<file path="src/rtl/polvecp2bs_pkg.sv">
// Shared constants and state encoding for the coefficient-to-bit-string packer.
// Word, slot and group geometry all derive from these values.
package polvecp2bs_pkg;

  localparam int WORD_W           = 64;
  localparam int ADDR_W           = 9;
  localparam int COEFF_W          = 10;
  localparam int SLOT_W           = 16;
  localparam int COEFFS_PER_WORD  = WORD_W / SLOT_W;
  localparam int PACKED_W         = COEFF_W * COEFFS_PER_WORD;
  localparam int READS_PER_GROUP  = 8;
  localparam int WRITES_PER_GROUP = 5;
  localparam int BUF_W            = READS_PER_GROUP * PACKED_W;
  localparam int SUB_W            = 4;

  typedef enum logic [1:0] {
    ST_IDLE  = 2'd0,
    ST_FILL  = 2'd1,
    ST_WRITE = 2'd2,
    ST_DONE  = 2'd3
  } state_t;

endpackage

</file>
<file path="src/rtl/polvecp2bs_coeff4_to_bits40.sv">
// Extracts the low COEFF_W bits of each 16-bit slot and concatenates them,
// slot 0 landing in the least significant bits.
module coeff4_to_bits40
  import polvecp2bs_pkg::*;
(
  input  logic [WORD_W-1:0]   word,
  output logic [PACKED_W-1:0] bits40
);

  localparam int PAD_W = SLOT_W - COEFF_W;

  // Upper slot bits are deliberately dropped.
  logic [COEFFS_PER_WORD*PAD_W-1:0] unused_slot_bits;

  generate
    for (genvar gi = 0; gi < COEFFS_PER_WORD; gi++) begin : g_slot
      assign bits40[gi*COEFF_W +: COEFF_W]        = word[gi*SLOT_W +: COEFF_W];
      assign unused_slot_bits[gi*PAD_W +: PAD_W]  = word[gi*SLOT_W+COEFF_W +: PAD_W];
    end
  endgenerate

endmodule

</file>
<file path="src/rtl/polvecp2bs.sv">
// Packs 10-bit coefficients (four per 64-bit word) into a contiguous little-endian
// bit string: 8 reads fill a 320-bit buffer, then 5 words are written out.
module polvecp2bs
  import polvecp2bs_pkg::*;
#(
  parameter int NUM_IN_WORDS = 192
) (
  input  logic              clk,
  input  logic              rst,
  input  logic              start,
  output logic [ADDR_W-1:0] read_address,
  input  logic [WORD_W-1:0] read_data,
  output logic [ADDR_W-1:0] write_address,
  output logic [WORD_W-1:0] write_data,
  output logic              write_en,
  output logic              done
);

  localparam logic [SUB_W-1:0]  FILL_LAST_READ = SUB_W'(READS_PER_GROUP - 1);
  localparam logic [SUB_W-1:0]  FILL_LAST      = SUB_W'(READS_PER_GROUP);
  localparam logic [SUB_W-1:0]  WRITE_LAST     = SUB_W'(WRITES_PER_GROUP - 1);
  localparam logic [ADDR_W-1:0] LAST_READ_ADDR = ADDR_W'(NUM_IN_WORDS);

  state_t              state_reg, state_next;
  logic [SUB_W-1:0]    sub_cnt_reg, sub_cnt_next;
  logic [ADDR_W-1:0]   read_address_reg, read_address_next;
  logic [ADDR_W-1:0]   write_address_reg, write_address_next;
  logic [BUF_W-1:0]    buffer_reg, buffer_next;
  logic [PACKED_W-1:0] packed40;

  coeff4_to_bits40 u_pack (
    .word   (read_data),
    .bits40 (packed40)
  );

  always_ff @(posedge clk or negedge rst) begin
    if (!rst) begin
      state_reg         <= ST_IDLE;
      sub_cnt_reg       <= '0;
      read_address_reg  <= '0;
      write_address_reg <= '0;
    end else begin
      state_reg         <= state_next;
      sub_cnt_reg       <= sub_cnt_next;
      read_address_reg  <= read_address_next;
      write_address_reg <= write_address_next;
    end
  end

  // The data buffer carries no control meaning, so it is left unreset.
  always_ff @(posedge clk) begin
    buffer_reg <= buffer_next;
  end

  always_comb begin
    state_next         = state_reg;
    sub_cnt_next       = sub_cnt_reg;
    read_address_next  = read_address_reg;
    write_address_next = write_address_reg;
    buffer_next        = buffer_reg;
    write_en           = 1'b0;
    done               = 1'b0;

    case (state_reg)
      ST_IDLE, ST_DONE: begin
        done = (state_reg == ST_DONE);
        if (start) begin
          state_next         = ST_FILL;
          sub_cnt_next       = '0;
          read_address_next  = '0;
          write_address_next = '0;
        end
      end

      ST_FILL: begin
        // Reads issue on sub-cycles 0..7; data arrives one cycle later (1..8).
        if (sub_cnt_reg <= FILL_LAST_READ) begin
          read_address_next = read_address_reg + 1'b1;
        end
        if (sub_cnt_reg != '0) begin
          buffer_next = {packed40, buffer_reg[BUF_W-1:PACKED_W]};
        end
        if (sub_cnt_reg == FILL_LAST) begin
          state_next   = ST_WRITE;
          sub_cnt_next = '0;
        end else begin
          sub_cnt_next = sub_cnt_reg + 1'b1;
        end
      end

      ST_WRITE: begin
        write_en           = 1'b1;
        buffer_next        = {{WORD_W{1'b0}}, buffer_reg[BUF_W-1:WORD_W]};
        write_address_next = write_address_reg + 1'b1;
        if (sub_cnt_reg == WRITE_LAST) begin
          sub_cnt_next = '0;
          state_next   = (read_address_reg == LAST_READ_ADDR) ? ST_DONE : ST_FILL;
        end else begin
          sub_cnt_next = sub_cnt_reg + 1'b1;
        end
      end

      default: begin
        state_next = ST_IDLE;
      end
    endcase
  end

  assign read_address  = read_address_reg;
  assign write_address = write_address_reg;
  assign write_data    = buffer_reg[WORD_W-1:0];

endmodule

</file>
<file path="config.mk">
export PLATFORM = sky130hd
export DESIGN_NAME = polvecp2bs
export DESIGN_NICKNAME = d
export VERILOG_FILES = /design/src/rtl/polvecp2bs_pkg.sv /design/src/rtl/polvecp2bs_coeff4_to_bits40.sv /design/src/rtl/polvecp2bs.sv
export SDC_FILE = /design/constraint.sdc
export NUM_CORES = 1
export LEC_CHECK = 0
export BUFFER_PORTS_ARGS = -buffer_cell sky130_fd_sc_hd__buf_2
export CAP_MARGIN = 20
export CORE_MARGIN = 2
export CORE_UTILIZATION = 40
export CTS_CLUSTER_SIZE = 28
export DETAILED_ROUTE_END_ITERATION = 8
export PLACE_DENSITY = 0.6
export SLEW_MARGIN = 5
export SYNTH_ARGS = -nofsm -noshare
export SYNTH_HDL_FRONTEND = slang
export SYNTH_SLANG_ARGS = --single-unit
</file>
<file path="constraint.sdc">
create_clock -name clk -period 47.7 [get_ports clk]
set_input_delay 9.54 -clock clk [delete_from_list [all_inputs] [get_ports clk]]
set_output_delay 9.54 -clock clk [all_outputs]
set_load 0.02 [all_outputs]
</file>
==> summary.txt, run 1 <==
Routing
  – Via count: 6900
  – Antenna viol nets, final: 0
  – Initial DRC Count: 463
  – Final WL: 23300 um
  – # DRC: 0
  – DR pass1 iterations: 4
  – Routed len/inst: 15.9 um
  – Vias per std cell: 4.72

Critical path
  – CP Class: reg2out
  – Critical Path Source Type: flop
  – Worst path required time: 38.16 ns
  – FF-to-FF path depth: 6
  – Cell-by-cell trace of the critical path: inv_1 > ha_4 > buf_2
  – Critical Path Sink Type: output port
  – Critical path arrival: 1.99 ns
  – Max Fanout on Critical Path: 60
  – Crit-path slowest cell: ha_4
  – Max incr delay on CP: 0.63 ns

Timing
  – Count of final setup violators: 0
  – Worst Tran Pin Value: 1.11 ns
  – Worst rel slew slack: 26.2%
  – Clk_skew: 0.0146 ns
  – Tmin final: 11.53 ns
  – Slew Viols, Final: 0
  – Final hold vios: 0
  – RSZ-0062 raised after global routing: false
  – Setup TNS: 0 ns
  – Final period util: 24.2%
  – Max Fclk: 86.7 MHz

Logic synthesis
  – Net count after synthesis: 970
  – Synth warn: 0
  – Top cell type's share of synthesized area: 64.1%
  – Synth Cell Area: 15000 um^2
  – Mapped Cells: 894
  – Synthesized area per cell: 16.8 um^2
  – Largest cells by area after synthesis: edfxtp_1 64%, mux2_2 19%, dfrtp_1 4.0%
  – Top_reg_cell synth: edfxtp_1
  – Register area share after synthesis: 68.1%
  – Post-synth EDFFs: 320
  – Count leader, synth: edfxtp_1
  – Post-synth top cells: 320 x edfxtp_1, 257 x mux2_2, 65 x buf_4, 65 x nor2b_1, 30 x buf_2
  – Yosys cell types: 35
  – Synthesis-stage register bit count: 344
  – Post-synth ARST share: 6.98%
  – Synth area leader: edfxtp_1

Die
  – Core area: 36800 um^2
  – Die H: 198 um
  – Die area: 39100 um^2
  – DIE WIDTH: 198 um
  – # rows: 70
  – I/O pin count: 151
  – Initial core utilization: 40.8%

Outcome
  – Run status: finished, final reports clean

Clocking
  – Clock Sinks: 344
  – Hold_buf cts: 0
  – Post CTS Setup Buffer Count: 0
  – PostCTS Resize Cnt: 0
  – CTS clk-pin slew, worst paths: 0.06 ns
  – Worst skew pair latency: 0.52 ns
  – H-tree depth: 2
  – Num CTS Buffers: 38
  – CTS tree: yes
  – Max Root-Sink Buffers: 3
  – Clock root buffer: clkbuf_16

Placed design
  – Port Buffer Count: 126
  – DPL Wire Length: 13500 um
  – GPL Wtd Cong: 0.778
  – Area post-placement: 15600 um^2

Finish
  – Final core occ: 45.5%
  – Share of cells above drive strength 1: 44.8%
  – Post-layout net count: 1037
  – Final instance area: 16700 um^2
  – Max FFs per register: 320
  – FILL cells: 3221
  – Syn-to-layout area delta: 11.6%

Global routing
  – First-pass GRT wire length: 37200 um
  – Initial antenna violation count: 12
  – Pin count of the biggest net entering global routing: 198
  – Vias in the first global route: 6828
  – Grt ovf: 0
  – GRT Util Overall: 11.9%

Hold path
  – Hold Crit Depth: 2
  – Class of the worst hold path: reg2reg

Power and ir drop
  – Leak Pwr: 5.85 nW
  – Pwr dens: 79.0 nW/um^2
  – Peak VDD IR: 0.0472 mV

Job
  – Max-cap violations: 0
## layout make-up
type	instances	area [um^2]	share of cell area, %
Inverter	12	45.0	0.269
Tap cell	468	586	3.50
Multi-Input combinational cell	432	4060	24.3
Clock inverter	18	106	0.636
Clock buffer	49	1010	6.06
Antenna cell	6	15.0	0.0897
Timing Repair Buffer	133	696	4.16
Sequential cell	344	10200	61.0
## logic make-up (layout without fill, tap and decap cells)
logic type / count (synthesis) / in the layout / synth area share (%)
AOI/OAI and AO/OA: 23 / 23 / 0.976
xor gates and xnor gates: 10 / 10 / 0.584
adders and majority gates: 9 / 9 / 0.751
buffers and inverters: 118 / 212 / 4.98
DFF: 344 / 344 / 68.1
muxes: 261 / 261 / 19.6
other: 0 / 6 / 0
and+or+nand+nor: 129 / 129 / 5.00
## report_power, final
group / leakage [nW] / internal (mW) / switching (mW)
clock network: 0.542 / 0.155 / 0.112
logic: 1.92 / 0.169 / 0.222
registers: 3.38 / 0.593 / 0.0725
## critical path: cells and delay by family, from the launching register on
family / cells / cell delay, ns
buffers and inverters: 2 / 0.41
flip-flops: 1 / 0.43
adder cells (fa/ha/maj): 1 / 0.63
## layout by cell type, fill, tap and decap left out, types with 2 or more instances in the layout
cell / n
a21oi_1: 3
a22o_2: 2
buf_2: 126
buf_4: 6
clkbuf_1: 10
clkbuf_16: 39
clkinv_1: 12
clkinv_2: 3
dfrtp_1: 24
diode_2: 6
edfxtp_1: 320
ha_1: 8
inv_1: 12
mux2_2: 257
mux2i_1: 3
nand2_1: 15
nand3_1: 5
nand4_1: 4
nor2_1: 17
nor2b_1: 65
nor3_1: 5
nor3b_1: 3
nor4_1: 5
nor4bb_1: 3
o21ai_0: 11
o31ai_1: 4
xnor2_1: 9
## worst paths after layout
check	from	to	slack, ns
worst max-delay path	state_reg[0]	write_en	36.17
worst min-delay path	write_address[8]	write_address[8]	0.54
worst max register to register	state_reg[0]	buffer_reg[163]	43.27
worst min register to register	write_address[8]	write_address[8]	0.54
max in group asynchronous	rst	read_address[0]	38.33
min in group asynchronous	rst	read_address[7]	9.00
## routing by layer
metal  track usage [%]  vias up  share of wire [%]
li1                  -     3440                  -
met1              18.9     3265                 54
met2              14.7      141                 37
met3              4.03       42                6.8
met4              3.95       12                2.0
met5                 0        -               0.37
## stage by stage
step / total power [mW] / hold slack, ns / instances / setup slack, ns
floorplan: 1.08 / 0.505 / 894 / 32.40
global placement: 1.06 / 0.536 / 1388 / 36.71
detailed placement: 1.06 / 0.537 / 1388 / 36.66
CTS: 1.34 / 0.550 / 1455 / 36.10
global route: 1.40 / 0.572 / 1457 / 36.00
finish: 1.32 / 0.537 / 1462 / 36.17
Note: power is estimated with default switching activity, not from simulation.
==> run 2, diff against run 1 <==
PLACE_DENSITY = 0.62   (was 0.6)
clock period = 10 ns   (was 47.7 ns; I/O delays follow)
==> summary.txt, run 2 (synthesis results as in run 1) <==
Outcome
  – Run status: finished, final reports clean

Routing
  – Antenna viol nets, final: 0
  – DR pass1 iterations: 4
  – # DRC: 0
  – Final WL: 23500 um
  – Routed len/inst: 16.1 um
  – Vias per std cell: 4.72
  – Via count: 6912
  – Initial DRC Count: 436

Critical path
  – CP Class: reg2reg
  – Critical Path Source Type: flop
  – Critical Path Sink Type: flop
  – Critical path arrival: 4.16 ns
  – Max Fanout on Critical Path: 210
  – CP startpoint: state_reg[0]
  – Flop-to-flop setup slack: 6.00 ns
  – Worst setup path endpoint: buffer_reg[72]
  – FF-to-FF End: buffer_reg[72]
  – Reg2reg start: state_reg[0]
  – FF-to-FF path depth: 7
  – Worst path required time: 10.16 ns

Timing
  – Tmin final: 4.00 ns
  – Slew Viols, Final: 0
  – Clk_skew: 0.0142 ns
  – RSZ-0062 raised after global routing: false
  – Final hold vios: 0
  – Max Fclk: 250 MHz
  – Setup TNS: 0 ns
  – Final period util: 40.0%
  – Worst rel slew slack: 23.7%
  – Hold slack final: 0.557 ns
  – Count of final setup violators: 0
  – Worst Tran Pin Value: 1.14 ns

Clocking
  – Max Root-Sink Buffers: 3
  – Clock root buffer: clkbuf_16
  – Post CTS Setup Buffer Count: 0
  – Num CTS Buffers: 39
  – CTS clk-pin slew, worst paths: 0.06 ns
  – Hold_buf cts: 0
  – PostCTS Resize Cnt: 0
  – H-tree depth: 2
  – Clock Sinks: 344
  – Worst skew pair latency: 0.53 ns
  – CTS tree: yes

Global routing
  – Pin count of the biggest net entering global routing: 211
  – Grt ovf: 0
  – Vias in the first global route: 7003
  – Initial antenna violation count: 13
  – First-pass GRT wire length: 38000 um
  – GRT Util Overall: 12.2%

Finish
  – Final core occ: 46.0%
  – Commonest non-fill, non-tap cells in the layout: 320 x edfxtp_1, 257 x mux2_2, 126 x buf_2
  – Share of cells above drive strength 1: 46.0%
  – Syn-to-layout area delta: 12.9%
  – Most common cell after layout, fill and taps aside: edfxtp_1
  – Max FFs per register: 320
  – Post-layout net count: 1037

Die
  – Die H: 198 um
  – DIE WIDTH: 198 um
  – Core area: 36800 um^2
  – Initial core utilization: 40.8%
  – I/O pin count: 151
  – Die area: 39100 um^2
  – # rows: 70

Power and ir drop
  – Peak VDD IR: 0.419 mV
  – Leak Pwr: 5.94 nW
  – Total Power: 6.50 mW
  – Pwr dens: 384 nW/um^2

Placed design
  – GPL Wtd Cong: 0.746
  – DPL Wire Length: 13700 um
  – Port Buffer Count: 126

Job
  – Max-cap violations: 0

Hold path
  – Hold_sp: write_address[8]
  – Class of the worst hold path: reg2reg
run 2: final cells by class:
| cell class | instances | area [um^2] |
|---|---|---|
| clock buffers | 46 | 1020 |
| inverters | 12 | 45.0 |
| clock inverters | 24 | 290 |
| well taps | 468 | 586 |
| flip-flops and latches | 344 | 10200 |
| diodes | 5 | 12.5 |
| repair buffers | 132 | 701 |
| fillers | 3187 | 19900 |
| multi-input cells | 432 | 4060 |
run 2: how the worst min path moves through the flow:
stage	to	slack, ns	cells past startpoint
floorplan	sub_cnt_reg[0]	0.50	1
finish	write_address[8]	0.56	2
global placement	buffer_reg[266]	0.54	1
detailed placement	buffer_reg[275]	0.55	1
CTS	buffer_reg[262]	0.56	1
global route	buffer_reg[89]	0.58	1
run 2: where the power goes:
part / total, mW / switching (mW) / internal, mW
sequential: 3.17 / 0.346 / 2.83
clock: 1.44 / 0.553 / 0.890
combinational: 1.88 / 1.07 / 0.813
total: 6.50 / 1.96 / 4.53
run 2: metrics by stage:
step	area [um^2]	instances	worst slack, ns
2_1_floorplan	15000	894	0.0756
3_3_place_gp	15600	1387	5.99
3_5_place_dp	15600	1387	5.89
4_1_cts	16900	1457	5.89
5_1_grt	16900	1459	5.65
6_report	16900	1463	6.00
run 2: worst max-delay path: stages (launching register included):
cell and delay [ns]:
dfrtp_1 0.42, inv_1 0.12, ha_4 0.47, nor2_1 0.19, nor2_4 0.13, buf_4 0.53, buf_12 0.83, buf_4 0.77
run 2: layer usage:
metal / part of all wire, % / track usage (%) / wire length [um] / vias up
met2: 38 / 15.7 / 9000 / 150
met1: 51 / 18.7 / 12000 / 3247
met3: 7.8 / 4.54 / 1830 / 51
met5: 0.43 / 0 / 101 / -
li1: - / - / - / 3448
met4: 2.2 / 4.01 / 507 / 16
==> run 3, diff against run 2 <==
ABC_AREA = 1   (was unset)
clock period = 3.6 ns   (was 10 ns; I/O delays follow)
==> summary.txt, run 3 <==
Timing
  – Tmin final: 2.43 ns
  – Max Fclk: 412 MHz
  – Final hold vios: 0
  – Worst rel slew slack: 34.8%
  – Count of final setup violators: 0
  – Clk_skew: 0.0176 ns
  – Hold slack final: 0.204 ns
  – Setup TNS: 0 ns
  – Final period util: 67.5%
  – Worst Tran Pin Value: 0.979 ns
  – RSZ-0062 raised after global routing: false
  – Slew Viols, Final: 0

Critical path
  – Worst setup path endpoint: buffer_reg[14]
  – Critical Path Most Common Cell: inv_1
  – Critical Path Sink Type: flop
  – Flop-to-flop setup slack: 1.17 ns
  – Cell-by-cell trace of the critical path: inv_1 > ha_1 > inv_1 > nor2_1 > a31oi_4 > buf_12
  – CP startpoint: state_reg[1]
  – Crit-path slowest cell: a31oi_4
  – CP Class: reg2reg
  – Critical path arrival: 2.58 ns
  – Crit. path cell count: 6
  – Max incr delay on CP: 0.47 ns
  – Worst path required time: 3.75 ns
  – FF-to-FF End: buffer_reg[14]
  – Critical Path Source Type: flop
  – Reg2reg start: state_reg[1]
  – FF-to-FF path depth: 6
  – Max Fanout on Critical Path: 94
  – Worst path top cell family by delay: buffers and inverters
  – Crit path buffers/inverters: 3

Logic synthesis
  – Net count after synthesis: 1605
  – Register area share after synthesis: 67.2%
  – Synth area leader: edfxtp_1
  – Synthesis-stage register bit count: 344
  – Mapped Cells: 1529
  – Synth warn: 0
  – Post-synth ARST share: 6.98%
  – Count leader, synth: nand2_1
  – Post-synth top cells: 778 x nand2_1, 320 x edfxtp_1, 95 x nor2_1, 94 x inv_1, 65 x buf_4
  – Synth Cell Area: 15200 um^2
  – Top cell type's share of synthesized area: 63.2%
  – Top_reg_cell synth: edfxtp_1
  – Largest cells by area after synthesis: edfxtp_1 63%, nand2_1 19%, dfrtp_1 4.0%
  – Yosys cell types: 27
  – Post-synth EDFFs: 320
  – Synthesized area per cell: 9.94 um^2

Clocking
  – CTS tree: yes
  – Post CTS Setup Buffer Count: 0
  – Num CTS Buffers: 35
  – Worst skew pair latency: 0.51 ns
  – Clock Sinks: 344
  – CTS clk-pin slew, worst paths: 0.06 ns
  – Hold_buf cts: 0
  – Clock root buffer: clkbuf_16
  – Max Root-Sink Buffers: 3
  – PostCTS Resize Cnt: 0
  – H-tree depth: 2

Finish
  – Commonest non-fill, non-tap cells in the layout: 778 x nand2_1, 320 x edfxtp_1, 126 x buf_2
  – Final core occ: 45.1%
  – FILL cells: 3557
  – Post-layout net count: 1649
  – Max FFs per register: 320
  – Syn-to-layout area delta: 11.6%
  – Most common cell after layout, fill and taps aside: nand2_1
  – Final instance area: 17000 um^2
  – Share of cells above drive strength 1: 12.0%
  – N_diodes: 0

Die
  – Die H: 199 um
  – I/O pin count: 151
  – Initial core utilization: 40.4%
  – Die area: 39600 um^2
  – Core area: 37600 um^2
  – # rows: 71
  – DIE WIDTH: 199 um

Routing
  – Vias per std cell: 4.49
  – # DRC: 0
  – Routed len/inst: 13.7 um
  – DR pass1 iterations: 5
  – Antenna viol nets, final: 0
  – Final WL: 28800 um
  – Initial DRC Count: 866
  – Via count: 9459

Job
  – Max-cap violations: 0

Global routing
  – First-pass GRT wire length: 48100 um
  – Grt ovf: 0
  – Initial antenna violation count: 0
  – Vias in the first global route: 9082
  – GRT Util Overall: 15.0%
  – Pin count of the biggest net entering global routing: 199

Power and ir drop
  – Peak VDD IR: 0.581 mV
  – Total Power: 17.7 mW
  – Leak Pwr: 7.54 nW
  – Pwr dens: 1050 nW/um^2

Hold path
  – Class of the worst hold path: in2async

Placed design
  – DPL Wire Length: 18700 um
  – Port Buffer Count: 126
  – Area post-placement: 15900 um^2
  – GPL Wtd Cong: 0.745

Outcome
  – Run status: finished, final reports clean
-- run 3: through the flow --
step	cells	setup slack (ns)
2_1_floorplan	1529	-3.39
3_3_place_gp	2047	1.22
3_5_place_dp	2047	1.14
4_1_cts	2108	1.12
5_1_grt	2108	0.993
6_report	2108	1.17
-- run 3: cell families after synthesis --
group	synth area share, %
flops	67.2
simple gates	23.0
compound gates	1.43
buf+inv	7.48
fa+ha+maj	0.741
xor+xnor	0.115
-- run 3: final cells by class --
type	count	area, um^2	area share (%)
clock buffers	43	927	5.47
clock inverters	18	141	0.834
inverters	95	364	2.15
multi-input cells	960	3880	22.9
flip-flops and latches	344	10200	60.2
well taps	511	639	3.77
repair buffers	137	788	4.65
-- run 3: report_power, final --
part | switching, mW | internal (mW)
registers | 1.03 | 7.83
clock network | 1.44 | 1.97
logic | 3.95 | 1.53
total | 6.41 | 11.3
-- run 3: worst min path at each step --
| stage | endpoint | slack, ns | startpoint |
|---|---|---|---|
| 4_1_cts | read_address[6] | 0.21 | rst |
| 6_report | read_address[6] | 0.20 | rst |
| 5_1_grt | read_address[2] | 0.24 | rst |
| 3_3_place_gp | buffer_reg[268] | 0.52 | buffer_reg[308] |
| 3_5_place_dp | buffer_reg[133] | 0.53 | buffer_reg[173] |
| 2_1_floorplan | read_address[0] | 0.42 | rst |
-- run 3: routing by layer --
metal  vias to the layer above  global-route usage [%]  share of wire (%)
met5                         -                       0                  0
met4                         0                    3.12                1.4
met3                        34                    2.61                4.0
met2                       176                    22.8                 45
met1                      4348                    22.6                 50
li1                       4901                       -                  -
